$ cat config.mk
export PLATFORM = sky130hd
export DESIGN_NAME = alu_seq_arbiter
export DESIGN_NICKNAME = d
export VERILOG_FILES = /design/src/rtl/alu_seq_pkg.sv /design/src/rtl/alu_seq_rr_arb.sv /design/src/rtl/alu_seq_arbiter.sv
export SDC_FILE = /design/constraint.sdc
export NUM_CORES = 1
export LEC_CHECK = 0
export ABC_AREA = 1
export ABC_CLOCK_PERIOD_IN_PS = 7400
export CAP_MARGIN = 10
export CORE_AREA = 2 2 157 159
export DETAILED_ROUTE_END_ITERATION = 8
export DIE_AREA = 0 0 159 161
export PLACE_DENSITY = 0.66
export SLEW_MARGIN = 15
export SYNTH_ARGS = -nofsm -noshare
export SYNTH_HDL_FRONTEND = slang
export SYNTH_HIERARCHICAL = 1
export SYNTH_SLANG_ARGS = --single-unit
$ cat constraint.sdc
create_clock -name clk -period 7.4 [get_ports clk]
set_clock_uncertainty 0.15 [all_clocks]
set_input_delay 1.48 -clock clk [delete_from_list [all_inputs] [get_ports clk]]
set_output_delay 1.48 -clock clk [all_outputs]
set_load 0.01 [all_outputs]
$ cat src/rtl/alu_seq_pkg.sv
// alu_seq_pkg: shared states, ALU opcodes and branch codes for the ALU sequencer
package alu_seq_pkg;
  typedef enum logic [1:0] {IDLE, ISSUE, SETTLE, RESP} state_e;
  localparam int CNT_W = 4;
  localparam logic [4:0] OP_ADD  = 5'b00000;
  localparam logic [4:0] OP_SUB  = 5'b00001;
  localparam logic [4:0] OP_AND  = 5'b00010;
  localparam logic [4:0] OP_OR   = 5'b00011;
  localparam logic [4:0] OP_XOR  = 5'b00100;
  localparam logic [4:0] OP_BEQ  = 5'b00111;
  localparam logic [4:0] OP_BNE  = 5'b01110;
  localparam logic [4:0] OP_JALR = 5'b10001;
  localparam logic [4:0] OP_JAL  = 5'b10010;
  localparam logic [2:0] BR_NONE   = 3'd0;
  localparam logic [2:0] BR_PC_IMM = 3'd1;
  localparam logic [2:0] BR_JAL    = 3'd2;
  localparam logic [2:0] BR_JALR   = 3'd3;
endpackage

$ cat src/rtl/alu_seq_rr_arb.sv
// alu_seq_rr_arb: 2-way grant with round-robin pointer, or fixed priority under ALU_SEQ_FIXED_PRIO_EN
module alu_seq_rr_arb (
`ifndef ALU_SEQ_FIXED_PRIO_EN
  input  logic       clk,
  input  logic       rst,
`endif
  input  logic       en,
  input  logic [1:0] req_valid,
  output logic [1:0] gnt,
  output logic       gnt_id
);
`ifdef ALU_SEQ_FIXED_PRIO_EN
  assign gnt_id = ~req_valid[0];
`else
  logic rr_ptr_q, rr_ptr_d;
  assign gnt_id   = (&req_valid) ? rr_ptr_q : req_valid[1];
  assign rr_ptr_d = (|gnt) ? ~gnt_id : rr_ptr_q;
  // pointer moves to the loser only when a grant is issued
  always_ff @(posedge clk or posedge rst)
    if (rst) rr_ptr_q <= 1'b0;
    else     rr_ptr_q <= rr_ptr_d;
`endif
  assign gnt = (en && |req_valid) ? (gnt_id ? 2'b10 : 2'b01) : 2'b00;
endmodule

$ cat src/rtl/alu_seq_arbiter.sv
// alu_seq_arbiter: two-requester sequencer for the multi-cycle ALU (ALU_SEQ_FIXED_PRIO_EN selects fixed priority)
module alu_seq_arbiter #(
  parameter int SETTLE_CYCLES = 4,
  parameter int TAG_W         = 4
) (
  input  logic             clk,
  input  logic             rst,
  input  logic [1:0]       req_valid,
  output logic [1:0]       req_ready,
  input  logic [31:0]      req0_a,
  input  logic [31:0]      req1_a,
  input  logic [31:0]      req0_b,
  input  logic [31:0]      req1_b,
  input  logic [4:0]       req0_ctrl,
  input  logic [4:0]       req1_ctrl,
  input  logic [31:0]      req0_pc,
  input  logic [31:0]      req1_pc,
  input  logic [TAG_W-1:0] req0_tag,
  input  logic [TAG_W-1:0] req1_tag,
  output logic [31:0]      alu_a,
  output logic [31:0]      alu_b,
  output logic [31:0]      alu_pc,
  output logic [4:0]       alu_ctrl,
  output logic             alu_tick,
  input  logic [31:0]      alu_result,
  input  logic             alu_zero,
  input  logic             alu_cout,
  input  logic             alu_overflow,
  input  logic [2:0]       alu_branch,
  output logic             rsp_valid,
  input  logic             rsp_ready,
  output logic             rsp_id,
  output logic [TAG_W-1:0] rsp_tag,
  output logic [31:0]      rsp_result,
  output logic [2:0]       rsp_flags,
  output logic [2:0]       rsp_branch,
  output logic             busy
);
  import alu_seq_pkg::*;
  state_e             state_q, state_d;
  logic [CNT_W-1:0]   cnt_q, cnt_d;
  logic [31:0]        a_q, a_d, b_q, b_d, pc_q, pc_d;
  logic [4:0]         ctrl_q, ctrl_d;
  logic [TAG_W-1:0]   tag_q, tag_d, rsp_tag_q, rsp_tag_d;
  logic               id_q, id_d, rsp_id_q, rsp_id_d;
  logic [31:0]        rsp_result_q, rsp_result_d;
  logic [2:0]         rsp_flags_q, rsp_flags_d, rsp_branch_q, rsp_branch_d;
  logic [1:0]         gnt;
  logic               gnt_id;
  alu_seq_rr_arb u_arb (
`ifndef ALU_SEQ_FIXED_PRIO_EN
    .clk       (clk),
    .rst       (rst),
`endif
    .en        (state_q == IDLE && !rst),
    .req_valid (req_valid),
    .gnt       (gnt),
    .gnt_id    (gnt_id)
  );
  assign req_ready  = gnt;
  assign alu_a      = a_q;
  assign alu_b      = b_q;
  assign alu_pc     = pc_q;
  assign alu_ctrl   = ctrl_q;
  assign alu_tick   = state_q == ISSUE;
  assign rsp_valid  = state_q == RESP;
  assign busy       = state_q != IDLE;
  assign rsp_id     = rsp_id_q;
  assign rsp_tag    = rsp_tag_q;
  assign rsp_result = rsp_result_q;
  assign rsp_flags  = rsp_flags_q;
  assign rsp_branch = rsp_branch_q;
  // latch the winner, pulse the ALU, count out the settle interval, hold the response
  always_comb begin
    state_d      = state_q;
    cnt_d        = cnt_q;
    a_d          = a_q;
    b_d          = b_q;
    pc_d         = pc_q;
    ctrl_d       = ctrl_q;
    tag_d        = tag_q;
    id_d         = id_q;
    rsp_id_d     = rsp_id_q;
    rsp_tag_d    = rsp_tag_q;
    rsp_result_d = rsp_result_q;
    rsp_flags_d  = rsp_flags_q;
    rsp_branch_d = rsp_branch_q;
    case (state_q)
      IDLE: if (|gnt) begin
        state_d = ISSUE;
        a_d     = gnt_id ? req1_a    : req0_a;
        b_d     = gnt_id ? req1_b    : req0_b;
        pc_d    = gnt_id ? req1_pc   : req0_pc;
        ctrl_d  = gnt_id ? req1_ctrl : req0_ctrl;
        tag_d   = gnt_id ? req1_tag  : req0_tag;
        id_d    = gnt_id;
      end
      ISSUE: begin
        cnt_d   = CNT_W'(SETTLE_CYCLES);
        state_d = SETTLE;
      end
      SETTLE: begin
        cnt_d = cnt_q - 1'b1;
        if (cnt_q == CNT_W'(1)) begin
          state_d      = RESP;
          rsp_id_d     = id_q;
          rsp_tag_d    = tag_q;
          rsp_result_d = alu_result;
          rsp_flags_d  = {alu_overflow, alu_cout, alu_zero};
          rsp_branch_d = alu_branch;
        end
      end
      RESP: state_d = rsp_ready ? IDLE : RESP;
      default: state_d = IDLE;
    endcase
  end
  // state and datapath registers, cleared asynchronously
  always_ff @(posedge clk or posedge rst)
    if (rst) begin
      state_q      <= IDLE;
      cnt_q        <= '0;
      a_q          <= '0;
      b_q          <= '0;
      pc_q         <= '0;
      ctrl_q       <= '0;
      tag_q        <= '0;
      id_q         <= 1'b0;
      rsp_id_q     <= 1'b0;
      rsp_tag_q    <= '0;
      rsp_result_q <= '0;
      rsp_flags_q  <= '0;
      rsp_branch_q <= '0;
    end else begin
      state_q      <= state_d;
      cnt_q        <= cnt_d;
      a_q          <= a_d;
      b_q          <= b_d;
      pc_q         <= pc_d;
      ctrl_q       <= ctrl_d;
      tag_q        <= tag_d;
      id_q         <= id_d;
      rsp_id_q     <= rsp_id_d;
      rsp_tag_q    <= rsp_tag_d;
      rsp_result_q <= rsp_result_d;
      rsp_flags_q  <= rsp_flags_d;
      rsp_branch_q <= rsp_branch_d;
    end
endmodule

Word level (Yosys, flattened, before mapping)

Index checks and enable logic that the tools add are counted.

Flip-flop bits (word level): 156
Input port bits: 253

Bitwise operators: 1
Add/sub/neg operators: 1
Mux-type cells: 13
Reduce and logical (&&, ||, !) cells: 12
Equality and inequality tests: 6

Operators with widths:

| kind                                                   | count |
|---|---|
| two-way mux 32 bit                                     | 3 |
| two-way mux 2 bit                                      | 5 |
| case mux 2 bit (4 select lines)                        | 1 |
| case mux 4 bit (2 select lines)                        | 1 |
| AND reduction 2 bit                                    | 4 |
| two-way mux 5 bit                                      | 1 |
| == test 2 bit (second input constant)                  | 2 |
| == test 4 x 1 -> 1 bit (second input constant)         | 1 |
| two-way mux 4 bit                                      | 1 |
| nonzero test 2 bit                                     | 2 |
| OR reduction 2 bit                                     | 2 |
| subtractor 4 x 1 -> 4 bit (second input constant)      | 1 |
| == test 2 x 1 -> 1 bit (second input constant)         | 1 |
| logical AND 1 bit                                      | 2 |
| zero test 2 bit                                        | 1 |
| inequality test 2 x 1 -> 1 bit (second input constant) | 1 |
| inequality test 2 bit (second input constant)          | 1 |
| zero test 1 bit                                        | 1 |
| two-way mux 1 bit                                      | 1 |
| inverter 1 bit                                         | 1 |

Depth between registers and ports, before layout

Gate-level depths: netlist (run 1).

Word-level depth: 7
Depth in mapped cells: 14

By module

The synthesis (run 1) kept the hierarchy.

Modules (own cells, without submodules):

| module          | area an instance (sq um) | times used | sequential area each (sq um) | cells an instance |
|---|---|---|---|---|
| alu_seq_arbiter | 7354.6                   | 1          | 3878.7                       | 1017 |
| alu_seq_rr_arb  | 78.8                     | 1          | 25.0                         | 15 |

Worst setup path after synthesis (run 1)

Ideal clock, no wire load.

Kind: in2out
Start point: input port rst
End point: output port req_ready[0]
Required time: 5.770 ns
Arrival time: 1.913 ns
Path slack: 3.857 ns
Stages: 5
Buffers on the path: 0
Cells stage by stage: nor2_1 > inv_1 > nor2_1 > nand2_1 > inv_1

Word-level cells in the longest chain between the ends: 4

Ends and longest elaborated chain:

| item                      | line                  | text |
|---|---|---|
| start: declaration        | alu_seq_arbiter.sv:7  | `input logic rst,` |
| zero test 1 bit (no line) | -                     |  |
| logical AND 1 bit         | alu_seq_arbiter.sv:55 | `.en (state_q == IDLE && !rst),` |
| logical AND 1 bit         | alu_seq_rr_arb.sv:23  | `assign gnt = (en && \|req_valid) ? (gnt_id ? 2'b10 : 2'b01) : 2'b00;` |
| two-way mux 2 bit         | alu_seq_rr_arb.sv:23  |  |
| end: declaration          | alu_seq_arbiter.sv:9  | `output logic [1:0] req_ready,` |

No other way between the ends.

Worst setup path in the final report (run 1)

Start point: input port rst
End point: output port req_ready[1]

The elaborated chain is that of the path after synthesis.

==> flow_summary.toml, run 1 <==
[outcome]
run_status = "finished clean"

[grt]
grt.overflow.total = 0
grt_start_max_net_pins = 111
antenna_found_initial = 0
grt_pass1_wl_um = 38800
grtUsageTotal_pct = 19.0
grt_pass1_vias = 7177

[placed_design]
dpl.hpwl_um = 17200
dp_cells = 1710
routabilityCongestion = 0.810
numPortBuffers = 401
post-place-ws_ps = 2280

[clock_network]
ctsResizeCount = 0
clk_latency_ps = 420
cts_setup_buffers = 0
clockBufferDepth = 2
cts_tree = "built"
path_clk_slew_ps = 70
cts_made_buffers = 17
clockRootBuffer = "clkbuf_16"
ctsHoldBuffers = 0
htree_levels = 4
clock-sinks = 156

[timing]
fin_hold_ws_ps = 330
final.setup.worst_slack_ps = 2640
maxSlewHeadroom_pct = 23.0
grt_setup_unrepaired = "false"
setup_viol = 0
max_freq_mhz = 210
tightest_slew_ps = 1150
fin_setup_tns_ps = 0
hold_violations = 0
slew_violations = 0
fin_crit_ps = 4760
final.period_utilization_pct = 64.3

[synthesis]
syn_avg_cell_area_sq_um = 7.20
synth_simple_gate_area_share_pct = 35.6
ys_seq_area_share_pct = 52.5
synth_compound_area_share_pct = 3.80
synth_nets = 1291
synth-adder-area-share_pct = 1.01
synth-warning-count = 6
netlist_area_sq_mm = 0.00743
yosys_register_bits = 156
synth_top_family_by_area = "simple AND/OR/NAND/NOR gates"
post_synth_xor_area_fraction_pct = 0
synthMuxAreaShare_pct = 0
synthCells = 1032
yosys.cell_types.count = 20

[floorplan]
die_x_um = 159
rows = 57
die_h_um = 161
boundaryPins = 402
start_util_pct = 31.0
die_area_sq_mm = 0.0256
core-area_sq_mm = 0.0240

[critical_path]
arrival_ps = 3130
critPathSlowestCell = "clkdlybuf4s50_1"
worstSetupPathType = "in2out"
start_kind = "primary input"
r2r-start = "u_arb/rr_ptr_q$_DFFE_PP0P_"
crit_chain = "clkdlybuf4s50_1 -> nor2_1 -> inv_1 -> nor2_1 -> clkdlybuf4s50_1"
slowest_delay_ps = 610
cp.required_ps = 5770
crit_fanout = 3
end_kind = "output port"
critPathLaunch = "rst"

[hold_path]
hold_start = "alu_pc[29]$_DFFE_PP0P_"
min_path_type = "reg2reg"

[pwr]
combPwrFrac_pct = 44.4
pwr-share-clk_pct = 21.1
finalPower_w = 0.00413
pwr-share-seq_pct = 34.5
p_per_area_mw_per_mm2 = 338
peakVddDrop_v = 0.000147
swShare_pct = 36.2
leakagePower_nw = 6.24
cellInternalPower_w = 0.00263
switching_power_w = 0.00150

[routing]
routedWlPerCell_um = 13.9
vias = 7436
drt_iter0_markers = 383
via_per_inst = 4.27
finalWirelength_um = 24300
drt_drc_violations_left = 0
antenna_left = 0
dr.pass1.iters = 4

[finish]
stdcell_count = 1742
syn_to_final_growth_pct = 64.3
num_antenna_cells = 0
drive_gt1_share_pct = 3.24
nets = 1664

[job]
cap_viol_max_count = 0
[critical path: cells and delay by family]
family / cells / cell delay (ps)
and+or+nand+nor: 2 / 460
buffers and inverters: 3 / 1180
[routing by layer]
metal | GRT usage (%) | vias up | wire length [um] | part of all wire [%]
met5 | 0 | - | 0 | 0
met4 | 6.12 | 0 | 438 | 1.8
met3 | 6.34 | 27 | 1860 | 7.7
met2 | 31.9 | 267 | 11700 | 48
met1 | 23.0 | 3314 | 10300 | 42
li1 | - | 3828 | - | -
[worst paths after layout]
path	cells after the start	to	slack (ps)
setup / recovery	5	req_ready[1]	2640
hold / removal	2	alu_pc[29]$_DFFE_PP0P_	330
setup reg to reg	11	alu_a[18]$_DFFE_PP0P_	3820
hold reg to reg	2	alu_pc[29]$_DFFE_PP0P_	330
max in group asynchronous	3	alu_ctrl[3]$_DFFE_PP0P_	4260
min in group asynchronous	2	u_arb/rr_ptr_q$_DFFE_PP0P_	1190
[stage by stage]
stage          cell area [sq um]  util [%]
2_1_floorplan               7430         -
3_3_place_gp               11600      48.5
3_5_place_dp               11600      48.5
4_1_cts                    12200      51.0
5_1_grt                    12200      51.0
6_report                   12200      51.0
[layout by cell type (no fill, tap or decap)]
cell,instances
a21o_1,1
ha_1,6
clkbuf_16,17
clkinv_4,2
buf_4,7
nor2_2,1
o21ai_1,9
o22ai_1,1
dfrtp_1,156
inv_6,3
nand3_2,1
clkinv_8,3
nand3_1,6
o21ai_0,42
inv_8,6
a21oi_1,1
o21ai_4,1
nor2_1,8
nand2_1,684
clkinvlp_4,2
clkinv_2,3
clkdlybuf4s50_1,401
inv_1,57
[power groups by stage]
stage	clock network, W	logic, W	registers [W]
finish	0.000874	0.00183	0.00142
global route	0.000938	0.00203	0.00147
CTS	0.000903	0.00186	0.00142
detailed placement	0	0.00186	0.00143
global placement	0	0.00184	0.00143
floorplan	0	0.000659	0.00158
[synth_stat cells (all sizes together)]
| cell type | count | area, sq um |
|---|---|---|
| o22ai | 1 | 6.26 |
| o21ai | 52 | 264 |
| nand2 | 684 | 2570 |
| nor2 | 9 | 36.3 |
| dfrtp | 156 | 3900 |
| nand3 | 7 | 40.0 |
| ha | 6 | 75.1 |
| clkbuf | 15 | 56.3 |
| buf | 39 | 243 |
| inv | 61 | 229 |
| a21o | 1 | 7.51 |
| a21oi | 1 | 5.00 |
[state kept, by name, indices dropped and copies added, names as in the netlist, 4 cells and up]
name and flops:
alu_pc 32, rsp_tag 4, cnt_q 4, alu_a 32, alu_b 32, alu_ctrl 5, tag_q 4, rsp_result 32
[cell families after synthesis]
logic type	count (synthesis)
buffers and inverters	115
AOI/OAI and AO/OA	55
and+or+nand+nor	700
adders and majority gates	6
DFF	156
[layout make-up]
type / instances / area, sq um
fillers: 2360 / 11700
multi-input cells: 761 / 3010
well taps: 324 / 405
clock buffers: 17 / 425
repair buffers: 408 / 4070
clock inverters: 15 / 166
inverters: 61 / 238
flip-flops and latches: 156 / 3900
(Power assumes the default switching activity.)
==> run 2: changes to the inputs <==
--- a/config.mk
+++ b/config.mk
@@ -6,12 +6,12 @@
 export NUM_CORES = 1
 export LEC_CHECK = 0
 export ABC_AREA = 1
-export ABC_CLOCK_PERIOD_IN_PS = 7400
+export ABC_CLOCK_PERIOD_IN_PS = 4200
 export CAP_MARGIN = 10
-export CORE_AREA = 2 2 157 159
+export CORE_AREA = 2 2 156 158
 export DETAILED_ROUTE_END_ITERATION = 8
-export DIE_AREA = 0 0 159 161
-export PLACE_DENSITY = 0.66
+export DIE_AREA = 0 0 158 160
+export PLACE_DENSITY = 0.7
 export SLEW_MARGIN = 15
 export SYNTH_ARGS = -nofsm -noshare
 export SYNTH_HDL_FRONTEND = slang
==> constraint.sdc (replaced) <==
create_clock -name clk -period 4.2 [get_ports clk]
set_clock_uncertainty 0.15 [all_clocks]
set_input_delay 0.84 -clock clk [delete_from_list [all_inputs] [get_ports clk]]
set_output_delay 0.84 -clock clk [all_outputs]
set_load 0.01 [all_outputs]
==> run 2 against run 1 <==
Clock power is 82% higher. Via count is 0.13% lower. Non-clock buffer count stayed put. Total power is 78% higher. Die area is 1.2% lower. Largest power group unchanged.
==> flow_summary.toml, run 2 (synthesized netlist as in run 1, its figures left out) <==
[placed_design]
post-place-ws_ps = 760
routabilityCongestion = 0.823
dpl.hpwl_um = 16700
numPortBuffers = 401
postPlaceCellArea_sq_mm = 0.0117

[timing]
final.setup.worst_slack_ps = 735
max_freq_mhz = 289
hold_violations = 0
fin_crit_ps = 3460
maxSlewHeadroom_pct = 39.3
grt_setup_unrepaired = "false"
tightest_slew_ps = 911
slew_violations = 0
final.period_utilization_pct = 82.5
fin_setup_tns_ps = 0
setup_viol = 0

[clock_network]
cts_made_buffers = 17
cts_setup_buffers = 0
htree_levels = 4
path_clk_slew_ps = 70
clock-sinks = 156
cts_tree = "built"
clk_latency_ps = 410
clockRootBuffer = "clkbuf_16"
clockBufferDepth = 2
ctsResizeCount = 0
ctsHoldBuffers = 0

[hold_path]
hold-path-cell-count = 2
min_path_type = "reg2reg"

[routing]
drt_iter0_markers = 341
dr.pass1.iters = 4
antenna_left = 0
drt_drc_violations_left = 0
routedWlPerCell_um = 13.5
vias = 7426
via_per_inst = 4.26
finalWirelength_um = 23600

[critical_path]
critPathSlowestCell = "clkdlybuf4s50_1"
end_kind = "output port"
worstSetupPathType = "in2out"
slowest_delay_ps = 560
cp.required_ps = 3210
crit_family = "buffers and inverters"
cp.depth = 7
start_kind = "primary input"
cp_num_buf_inv = 4
rr_worst_depth = 13
crit_fanout = 3
arrival_ps = 2470
crit_chain = "clkdlybuf4s50_1 -> nor2_1 -> inv_1 -> nor2_1 -> nand2_1 -> inv_1 -> clkdlybuf4s50_1"

[grt]
antenna_found_initial = 0
grtUsageTotal_pct = 18.3
grt.overflow.total = 0
grt_pass1_vias = 7179
grt_pass1_wl_um = 36500
grt_start_max_net_pins = 156

[floorplan]
core-area_sq_mm = 0.0238
die_h_um = 160
boundaryPins = 402
rows = 57
die_x_um = 158
start_util_pct = 31.2
die_area_sq_mm = 0.0253

[outcome]
run_status = "finished clean"

[pwr]
peakVddDrop_v = 0.000224
finalPower_w = 0.00735
leakagePower_nw = 6.27
p_per_area_mw_per_mm2 = 598

[finish]
fin_util_pct = 51.6
design_area_sq_mm = 0.0123
nets = 1664
final_common_cell = "nand2_1"
num_antenna_cells = 0
mostFrequentLayoutCells = "nand2_1, clkdlybuf4s50_1, dfrtp_1"
drive_gt1_share_pct = 3.24
syn_to_final_growth_pct = 65.2
fillers = 2285

[job]
cap_viol_max_count = 0
[run 2: changes by cell type in the layout (fill, tap and decap cells not counted), moves of 3 or more]
cell	delta
clkinv_8	-3
buf_4	-5
inv_6	+4
buf_12	+5
inv_8	-3
[run 2: per-layer routing]
| layer | wire length (um) | vias to the layer above | global-route usage, % |
|---|---|---|---|
| met1 | 9710 | 3287 | 21.0 |
| li1 | - | 3830 | - |
| met5 | 0 | - | 0 |
| met3 | 2180 | 31 | 7.33 |
| met4 | 503 | 0 | 5.41 |
| met2 | 11200 | 278 | 31.4 |
[run 2: layout make-up]
cell class,count,area [sq um],share of cell area (%)
clock buffer,17,425,3.46
clock inverter,15,173,1.41
inverter,61,236,1.93
multi-input combinational,761,3010,24.5
sequential,156,3900,31.8
tap,324,405,3.30
timing repair buffer,408,4130,33.6
[run 2: stage by stage]
| stage | cells | hold slack (ps) |
|---|---|---|
| after floorplan | 1032 | 299 |
| after global placement | 1710 | 311 |
| after detailed placement | 1710 | 314 |
| after CTS | 1742 | 331 |
| after global routing | 1742 | 346 |
| final | 1742 | 325 |
[run 2: path summary, 6_finish.rpt]
kind / from / endpoint / slack, ps
hold reg to reg: alu_b[2]$_DFFE_PP0P_ / alu_b[2]$_DFFE_PP0P_ / 330
setup reg to reg: state_q[0]$_DFFE_PP0P_ / tag_q[0]$_DFFE_PP0P_ / 1570
max in group asynchronous: rst / alu_a[27]$_DFFE_PP0P_ / 2310
hold / removal: alu_b[2]$_DFFE_PP0P_ / alu_b[2]$_DFFE_PP0P_ / 330
min in group asynchronous: rst / u_arb/rr_ptr_q$_DFFE_PP0P_ / 520
setup / recovery: rst / req_ready[0] / 740
[run 2: worst min-delay path, stage by stage (launching register included)]
cell and delay [ps]:
dfrtp_1 340, nand2_1 50, nand2_1 50
[run 2: where the power goes]
part / internal, W / switching, W
registers: 0.00216 / 0.000351
clock network: 0.000901 / 0.000686
logic: 0.00170 / 0.00155
